`src/rtl/i2s_receiver.sv`:
```
// I2S receiver: synchronizes the asynchronous I2S pins into the clk domain,
// captures one SAMPLE_WIDTH-bit word per channel slot (MSB first, one-bit
// I2S delay after each word-select change), flags short slots and raises
// SAMPLE_VALID for VALID_HOLD cycles after every right-channel word.
module i2s_receiver #(
   parameter int unsigned SAMPLE_WIDTH = 24,
   parameter int unsigned VALID_HOLD   = 4
) (
   input  logic                    clk,
   input  logic                    RESET,
   input  logic                    i_BCLK,
   input  logic                    i_LRCLK,
   input  logic                    i_SD,
   output logic [SAMPLE_WIDTH-1:0] o_SAMPLE_L,
   output logic [SAMPLE_WIDTH-1:0] o_SAMPLE_R,
   output logic                    SAMPLE_VALID,
   output logic                    o_FRAME_ERR
);

   localparam int unsigned CNT_W  = $clog2(SAMPLE_WIDTH + 1);
   localparam int unsigned HOLD_W = (VALID_HOLD > 1) ? $clog2(VALID_HOLD) : 1;
   localparam logic [CNT_W-1:0]  LAST_BIT  = CNT_W'(SAMPLE_WIDTH - 1);
   localparam logic [HOLD_W-1:0] HOLD_LOAD = HOLD_W'(VALID_HOLD - 1);

   typedef enum logic [1:0] {
      WAIT_SYNC = 2'd0,
      SHIFT     = 2'd1,
      PAD       = 2'd2
   } state_t;

   state_t                  state;

   logic                    bclk_s1, bclk_s2, bclk_s3;
   logic                    lr_s1, lr_s2;
   logic                    sd_s1, sd_s2;

   logic                    lr_prev;
   logic                    lr_primed;
   logic                    chan_r;
   logic [CNT_W-1:0]        bit_cnt;
   logic [SAMPLE_WIDTH-2:0] shreg;
   logic                    r_done;
   logic [HOLD_W-1:0]       hold_cnt;

   logic                    bit_strobe;
   logic                    boundary;
   logic [SAMPLE_WIDTH-1:0] word_next;

   // Two-flop synchronizers on all pins plus a third BCLK flop for edge detect
   always_ff @(posedge clk) begin
      if (!RESET) begin
         bclk_s1 <= 1'b0;
         bclk_s2 <= 1'b0;
         bclk_s3 <= 1'b0;
         lr_s1   <= 1'b0;
         lr_s2   <= 1'b0;
         sd_s1   <= 1'b0;
         sd_s2   <= 1'b0;
      end else begin
         bclk_s1 <= i_BCLK;
         bclk_s2 <= bclk_s1;
         bclk_s3 <= bclk_s2;
         lr_s1   <= i_LRCLK;
         lr_s2   <= lr_s1;
         sd_s1   <= i_SD;
         sd_s2   <= sd_s1;
      end
   end

   // Bit strobe, slot-boundary detect and the next shift-register contents
   always_comb begin
      bit_strobe = bclk_s2 & ~bclk_s3;
      // lr_prev only means something once a strobe has loaded it after reset,
      // so a right-channel LRCLK at release is not mistaken for a boundary.
      boundary   = bit_strobe & lr_primed & (lr_s2 != lr_prev);
      word_next  = {shreg, sd_s2};
   end

   // Word-select history, updated on every bit strobe
   always_ff @(posedge clk) begin
      if (!RESET) begin
         lr_prev   <= 1'b0;
         lr_primed <= 1'b0;
      end else if (bit_strobe) begin
         lr_prev   <= lr_s2;
         lr_primed <= 1'b1;
      end
   end

   // Capture FSM: sync to first boundary, shift one word, pad to next boundary
   always_ff @(posedge clk) begin
      if (!RESET) begin
         state       <= WAIT_SYNC;
         bit_cnt     <= '0;
         shreg       <= '0;
         chan_r      <= 1'b0;
         o_SAMPLE_L  <= '0;
         o_SAMPLE_R  <= '0;
         o_FRAME_ERR <= 1'b0;
         r_done      <= 1'b0;
      end else begin
         o_FRAME_ERR <= 1'b0;
         r_done      <= 1'b0;
         if (state != WAIT_SYNC && state != SHIFT && state != PAD) begin
            state <= WAIT_SYNC;
         end else if (boundary) begin
            // Boundary wins over word completion; the SD bit on this strobe
            // is the previous word's trailing bit and is dropped.
            if (state == SHIFT) begin
               o_FRAME_ERR <= 1'b1;
            end
            bit_cnt <= '0;
            chan_r  <= lr_s2;
            state   <= SHIFT;
         end else if (bit_strobe && state == SHIFT) begin
            shreg <= word_next[SAMPLE_WIDTH-2:0];
            if (bit_cnt == LAST_BIT) begin
               bit_cnt <= '0;
               state   <= PAD;
               if (chan_r) begin
                  o_SAMPLE_R <= word_next;
                  r_done     <= 1'b1;
               end else begin
                  o_SAMPLE_L <= word_next;
               end
            end else begin
               bit_cnt <= bit_cnt + CNT_W'(1);
            end
         end
      end
   end

   // SAMPLE_VALID hold window, restarted by every new right-channel word
   always_ff @(posedge clk) begin
      if (!RESET) begin
         hold_cnt     <= '0;
         SAMPLE_VALID <= 1'b0;
      end else if (r_done) begin
         hold_cnt     <= HOLD_LOAD;
         SAMPLE_VALID <= 1'b1;
      end else if (hold_cnt != '0) begin
         hold_cnt <= hold_cnt - HOLD_W'(1);
      end else begin
         SAMPLE_VALID <= 1'b0;
      end
   end

endmodule

```
`config.mk`:
```
export PLATFORM = sky130hd
export DESIGN_NAME = i2s_receiver
export DESIGN_NICKNAME = d
export VERILOG_FILES = /design/src/rtl/i2s_receiver.sv
export SDC_FILE = /design/constraint.sdc
export NUM_CORES = 1
export LEC_CHECK = 0
export CORE_UTILIZATION = 48
export CTS_BUF_LIST = sky130_fd_sc_hd__clkbuf_16
export DETAILED_ROUTE_END_ITERATION = 6
export PLACE_DENSITY = 0.79
export RECOVER_POWER = 50
export SLEW_MARGIN = 25
export SYNTH_ARGS = -nofsm -noshare
export SYNTH_HDL_FRONTEND = slang
export SYNTH_SLANG_ARGS = --single-unit
```
`constraint.sdc`:
```
create_clock -name clk -period 1.7 [get_ports clk]
set_input_delay 0.34 -clock clk [delete_from_list [all_inputs] [get_ports clk]]
set_output_delay 0.34 -clock clk [all_outputs]
set_load 0.03 [all_outputs]
```
==> flow_metrics.py, run 1 <==
metrics = {
    "layout": {
        "layout.nets": 482,
        "drive_above_1_share": 0.2208,
        "insertedDiodeCount": 0,
        "n_fill_cell": 587,
        "register_area_um2": 1872,
        "fin_cells": 579,
        "syn_to_final_growth_pct": 35.09,
        "multi_input_area_um2": 1647,
    },
    "setup_path": {
        "cp.required_ns": 1.36,
        "r2r-start": "chan_r$_SDFFE_PN0P_",
        "r2r_end": "o_SAMPLE_L[23]$_SDFFE_PN0P_",
        "critPathTopFamily": "buffers and inverters",
        "critPathMaxStageDelay_ns": 0.68,
        "end_kind": "primary output",
        "worstSetupStartpointType": "register",
        "critPathMaxFanout": 2,
        "rrSetupSlack_ns": 0.01,
        "reg2reg_depth": 6,
        "cp_slowest_cell": "clkdlybuf4s50_1",
        "critPathKind": "reg -> out",
        "path_cells": "clkdlybuf4s50_1",
        "cp.arrival_ns": 1.35,
        "worst-path-buf-inv": 1,
    },
    "power_and_ir_drop": {
        "total_leakage_power_nw": 2.227,
        "power_density_nw_per_um2": 909.4,
        "ir_drop_mv": 0.7406,
    },
    "placement": {
        "portBuffers": 54,
        "gp_congestion": 0.8142,
        "place_hpwl_um": 4987,
        "placed_cells_incl_taps": 554,
    },
    "clock_tree": {
        "cts_tree": "built",
        "clk_pin_slew_ns": 0.06,
        "ctsLongestPathBuffers": 2,
        "root_buffer": "clkbuf_16",
        "cts_hold_buffers": 0,
        "cts_buffers": 9,
        "cts_sinks": 93,
        "htree_levels": 3,
        "clk-insertion-delay-late_ns": 0.34,
    },
    "route": {
        "dr.first_iter.drc_count": 317,
        "drt-total-wl_um": 8798,
        "drt-pass1-iter-count": 5,
        "antenna_left": 0,
        "wl_per_cell_um": 15.20,
        "vias": 3133,
        "post-route-drc-count": 0,
        "viasPerCell": 5.411,
    },
    "die": {
        "dieWidth_um": 88.36,
        "io_pins": 55,
        "dieHeight_um": 88.36,
        "rows": 31,
        "start_util": 0.4962,
        "dieArea_um2": 7807,
        "coreArea_um2": 7214,
    },
    "global_routing": {
        "first_global_vias": 2873,
        "grt_usage": 0.2280,
        "grt_max_degree": 44,
        "grt.overflow.total": 0,
        "antenna_found_initial": 0,
        "grt_pass1_wl_um": 13590,
    },
    "logic_synthesis": {
        "syn_inst": 407,
        "ys_warn_count": 0,
        "netlist.area_leader.share": 0.5201,
        "synth_fp_nets": 414,
        "synth_area_leader_cell": "dfxtp_1",
        "ys_types": 38,
        "synth_area_leaders": "dfxtp_1 52%, nand2_1 16%, a21oi_2 9.8%",
        "syn-cell-area_um2": 3580,
        "syn_avg_cell_area_um2": 8.795,
        "ys_ff_latch": 93,
        "ys_seq_area_frac": 0.5201,
    },
    "timing": {
        "rsz0062_at_grt": "true",
        "hold-worst-slack_ns": 0.4396,
        "slew_viol_final": 0,
        "setup_violations": 0,
        "worst_pin_slew_ns": 0.3736,
        "finalCriticalPeriod_ns": 1.688,
        "maxSlewHeadroom": 0.7505,
        "skew_ns": 0.007296,
        "max_clock_freq_mhz": 592.5,
        "finalCritPeriodShare": 0.9928,
        "hold_violations": 0,
    },
    "hold_path": {
        "worstHoldEndpoint": "lr_s2$_SDFF_PN0_",
        "min_path_cells": 1,
        "worstHoldStart": "lr_s1$_SDFF_PN0_",
        "min_path_type": "reg -> reg",
    },
    "run_status": {
        "outcome": "complete, no violations",
    },
    "job": {
        "drv_cap": 0,
    },
}
[registers in the layout, summed over array words and instances (netlist names), 2 cells and up]
name	count
bit_cnt	5
hold_cnt	2
o_SAMPLE_L	24
o_SAMPLE_R	24
shreg	23
state	2
[layout by cell type, fill, tap and decap left out, drive strengths merged, types with 3 or more instances in the layout]
cell           synthesis  routed
nand2                151     151
a21oi                 75      75
dlymetal6s2s           0      33
buf                   14      22
nor2                  11      11
clkbuf                10      11
and2                   7       7
inv                    6       6
dfxtp                 93      93
clkdlybuf4s50          0       9
o21ai                  3       3
nand3b                 3       3
a2111o                 2       5
a31oi                  3       3
clkinv                 0       5
nand3                  4       4
dlygate4sd2            0      11
[synth_stat cells]
cell type / number
a21oi_1: 35
a21oi_2: 40
nor2b_1: 1
o21ai_0: 2
nand4b_4: 1
inv_1: 5
a22oi_1: 2
o21ai_2: 1
ha_1: 2
and2_1: 7
nor4_1: 1
nand3b_1: 3
a31oi_1: 3
a2bb2oi_1: 1
and4b_1: 1
nand2_1: 151
a21boi_1: 1
inv_2: 1
nand3_1: 4
a2111o_2: 2
buf_6: 4
or3b_1: 1
nor3_1: 1
buf_2: 9
nand4_1: 1
a41oi_1: 1
a211oi_1: 1
dfxtp_1: 93
clkbuf_1: 10
buf_1: 1
and4bb_2: 1
xnor2_1: 2
nand2b_1: 2
nor2_1: 11
a2111oi_4: 2
xor2_4: 1
mux2i_1: 1
a21boi_0: 1
[final cells by class]
type | instances | share of cell area
flip-flops and latches | 93 | 0.3871
multi-input cells | 287 | 0.3405
repair buffers | 78 | 0.1819
clock buffers | 9 | 0.04657
well taps | 99 | 0.02561
clock inverters | 7 | 0.01345
inverters | 6 | 0.004916
[worst max path at each step]
stage                                startpoint                           to  slack, ns  cells past startpoint
floorplan               bit_cnt[0]$_SDFFE_PN0P_  o_SAMPLE_R[21]$_SDFFE_PN0P_       0.01                      6
global placement        bit_cnt[1]$_SDFFE_PN0P_  o_SAMPLE_R[16]$_SDFFE_PN0P_      -0.02                      5
detailed placement      bit_cnt[1]$_SDFFE_PN0P_   o_SAMPLE_R[1]$_SDFFE_PN0P_      -0.08                      5
CTS                 o_SAMPLE_R[20]$_SDFFE_PN0P_               o_SAMPLE_R[20]      0.001                      1
global route                chan_r$_SDFFE_PN0P_  o_SAMPLE_L[18]$_SDFFE_PN0P_      -0.05                      6
finish              o_SAMPLE_L[19]$_SDFFE_PN0P_               o_SAMPLE_L[19]       0.01                      1
[cells by family (layout without fill, tap and decap cells)]
| group | count (synthesis) | in the layout | synth area share |
|---|---|---|---|
| AOI/OAI and AO/OA | 92 | 95 | 0.1950 |
| xor gates and xnor gates | 3 | 3 | 0.01258 |
| adders and majority gates | 2 | 2 | 0.006989 |
| buffers and inverters | 30 | 100 | 0.04299 |
| DFF | 93 | 93 | 0.5201 |
| muxes | 1 | 1 | 0.002796 |
| and+or+nand+nor | 186 | 186 | 0.2195 |
[metrics by stage]
stage               total power, mW  setup WS, ns  cell area, um^2  utilization  TNS [ns]
finish                        4.398       0.01226             4836       0.6703         0
detailed placement            2.491      -0.08423             4303       0.5964    -3.181
global placement              2.479      -0.01838             4303       0.5964   -0.4279
global route                  4.544      -0.04579             4836       0.6703   -0.3794
CTS                           4.425      0.001023             4607       0.6386         0
floorplan                     2.437       0.01224             3580            -         0
[per-layer routing]
layer,GRT usage,vias up,share of wire
met1,0.2934,1506,0.43
met4,0.08944,0,0.022
met2,0.3734,113,0.49
li1,-,1493,-
met3,0.05131,21,0.062
met5,0,-,0
[timing repair]
item                       4_1_cts  5_1_grt
setup buffers                    0        4
pin swaps                        3       12
setup endpoints to repair       59      101
gates resized for setup         14       59
gates cloned                     2        3
[power breakdown]
part	internal, mW	switching [mW]	total [mW]
sequential	2.21	0.0206	2.23
clock	1.13	0.821	1.95
combinational	0.0923	0.126	0.218
total	3.43	0.968	4.40
No activity file was read; power rests on OpenSTA's default activity.
==> inputs of run 2 (changes only) <==
SKIP_LAST_GASP = 1   (was unset)
==> run 2 against run 1 <==
Net effect:
- routed wire length is 4.0% higher
- cell count up 1.0%
- clock skew fell by 0.0027 ns
- via count increased by 1.9%
- sequential power hardly changed
- clock-buffer cell count unchanged
- first-iteration DRC count grew 7.6%
- global-route usage is essentially flat
- total power about the same
- register-to-register slack hardly changed
- critical path type is now reg -> reg
- critical endpoint is now o_SAMPLE_R[11]$_SDFFE_PN0P_
==> flow_metrics.py, run 2 (synthesized netlist as in run 1, its figures left out) <==
metrics = {
    "run_status": {
        "outcome": "complete, no violations",
    },
    "placement": {
        "portBuffers": 54,
        "place_hpwl_um": 4987,
        "placed_cells_incl_taps": 554,
        "gp_congestion": 0.8142,
        "place_ws_ns": -0.08423,
    },
    "job": {
        "drv_cap": 0,
    },
    "setup_path": {
        "worstSetupStartpointType": "register",
        "cp.required_ns": 1.92,
        "critPathMaxStageDelay_ns": 0.51,
        "cp_slowest_cell": "a2111o_2",
        "worstSetupEndpoint": "o_SAMPLE_R[11]$_SDFFE_PN0P_",
        "critPathKind": "reg -> reg",
        "rrSetupSlack_ns": 0.002,
        "r2r-start": "bit_cnt[1]$_SDFFE_PN0P_",
        "path_cells": "ha_4, nand4b_4, buf_4, a2111o_2, nand2_1, a21oi_2",
        "end_kind": "register",
        "critPathMaxFanout": 12,
        "reg2reg_depth": 6,
        "cp.arrival_ns": 1.92,
        "cp-startpoint": "bit_cnt[1]$_SDFFE_PN0P_",
        "r2r_end": "o_SAMPLE_R[11]$_SDFFE_PN0P_",
    },
    "timing": {
        "maxSlewHeadroom": 0.7337,
        "fin_ws_ns": 0.002462,
        "finalCritPeriodShare": 0.9986,
        "hold_violations": 0,
        "tns_ns": 0,
        "finalCriticalPeriod_ns": 1.698,
        "max_clock_freq_mhz": 589.1,
        "slew_viol_final": 0,
        "hold-worst-slack_ns": 0.4371,
        "rsz0062_at_grt": "true",
        "setup_violations": 0,
        "skew_ns": 0.004578,
        "worst_pin_slew_ns": 0.3994,
    },
    "route": {
        "drt-total-wl_um": 9152,
        "wl_per_cell_um": 15.64,
        "vias": 3191,
        "antenna_left": 0,
        "viasPerCell": 5.455,
        "post-route-drc-count": 0,
        "drt-pass1-iter-count": 5,
        "dr.first_iter.drc_count": 341,
    },
    "die": {
        "coreArea_um2": 7214,
        "start_util": 0.4962,
        "dieHeight_um": 88.36,
        "io_pins": 55,
        "dieWidth_um": 88.36,
        "rows": 31,
        "dieArea_um2": 7807,
    },
    "clock_tree": {
        "root_buffer": "clkbuf_16",
        "cts_tree": "built",
        "htree_levels": 3,
        "cts_sinks": 93,
        "clk-insertion-delay-late_ns": 0.34,
        "clk_pin_slew_ns": 0.06,
        "ctsLongestPathBuffers": 2,
        "cts_buffers": 9,
    },
    "hold_path": {
        "min_path_type": "reg -> reg",
        "worstHoldStart": "lr_s1$_SDFF_PN0_",
    },
    "layout": {
        "top_regs": "o_SAMPLE_L x24, o_SAMPLE_R x24, shreg x23",
        "syn_to_final_growth_pct": 35.97,
        "drive_above_1_share": 0.2202,
        "layout.nets": 488,
        "insertedDiodeCount": 0,
        "final_cell_mix": "150 x nand2_1, 87 x dfxtp_1, 41 x a21oi_2",
        "fin_cells": 585,
        "layout_commonest_cell": "nand2_1",
    },
    "global_routing": {
        "grt_pass1_wl_um": 13560,
        "grt_usage": 0.2276,
        "grt_max_degree": 44,
        "antenna_found_initial": 0,
        "grt.overflow.total": 0,
        "first_global_vias": 2873,
    },
    "power_and_ir_drop": {
        "total_leakage_power_nw": 2.262,
        "ir_drop_mv": 0.7395,
        "power_density_nw_per_um2": 904.2,
        "finalPower_mw": 4.401,
    },
}
run 2: changes by cell type in the layout (fill, tap and decap cells not counted), sizes merged:
cell and change:
buf +4, a2111o +1, nand4b +1
run 2: report_power, final:
| group | total (mW) | internal [mW] | switching [mW] | leakage (nW) |
|---|---|---|---|---|
| logic | 0.219 | 0.0922 | 0.127 | 1.36 |
| registers | 2.23 | 2.21 | 0.0210 | 0.754 |
| clock network | 1.95 | 1.13 | 0.821 | 0.143 |
| total | 4.40 | 3.43 | 0.969 | 2.26 |
run 2: critical path: cells and delay by family (launching register included):
kind | cells | cell delay, ns
simple gates | 2 | 0.30
flops | 1 | 0.37
buf+inv | 1 | 0.18
fa+ha+maj | 1 | 0.17
compound gates | 2 | 0.56
run 2: stage by stage:
step	util	instance area, um^2
after floorplan	-	3580
after detailed placement	0.5964	4303
after global routing	0.6746	4867
after CTS	0.6382	4604
final	0.6746	4867
after global placement	0.5964	4303
run 2: what timing repair did:
item	in CTS	in global routing
hold buffers	0	0
endpoints found under the setup margin	59	101
gates resized for setup	13	52
cloned	2	5
setup buffers	0	8
pin swaps	3	8
run 2: layout make-up:
cell class | instances | area (um^2)
inverters | 6 | 23.77
clock inverters | 7 | 65.06
fillers | 580 | 2347
multi-input cells | 289 | 1662
flip-flops and latches | 93 | 1869
well taps | 99 | 123.9
repair buffers | 82 | 898.4
clock buffers | 9 | 225.2
run 2: worst min path at each step:
stage,end,slack (ns),cells after the start
after floorplan,bclk_s2$_SDFF_PN0_,0.41,1
after global placement,sd_s2$_SDFF_PN0_,0.42,1
after detailed placement,lr_s2$_SDFF_PN0_,0.43,1
after CTS,lr_s2$_SDFF_PN0_,0.44,1
after global routing,lr_s2$_SDFF_PN0_,0.45,1
final,lr_s2$_SDFF_PN0_,0.44,1
run 2: metal layers:
layer	routed length, um	global-route usage	vias up
met2	4456	0.3741	123
met1	3938	0.2916	1539
met5	0	0	-
met4	240	0.08944	0
li1	-	-	1508
met3	516	0.05131	21
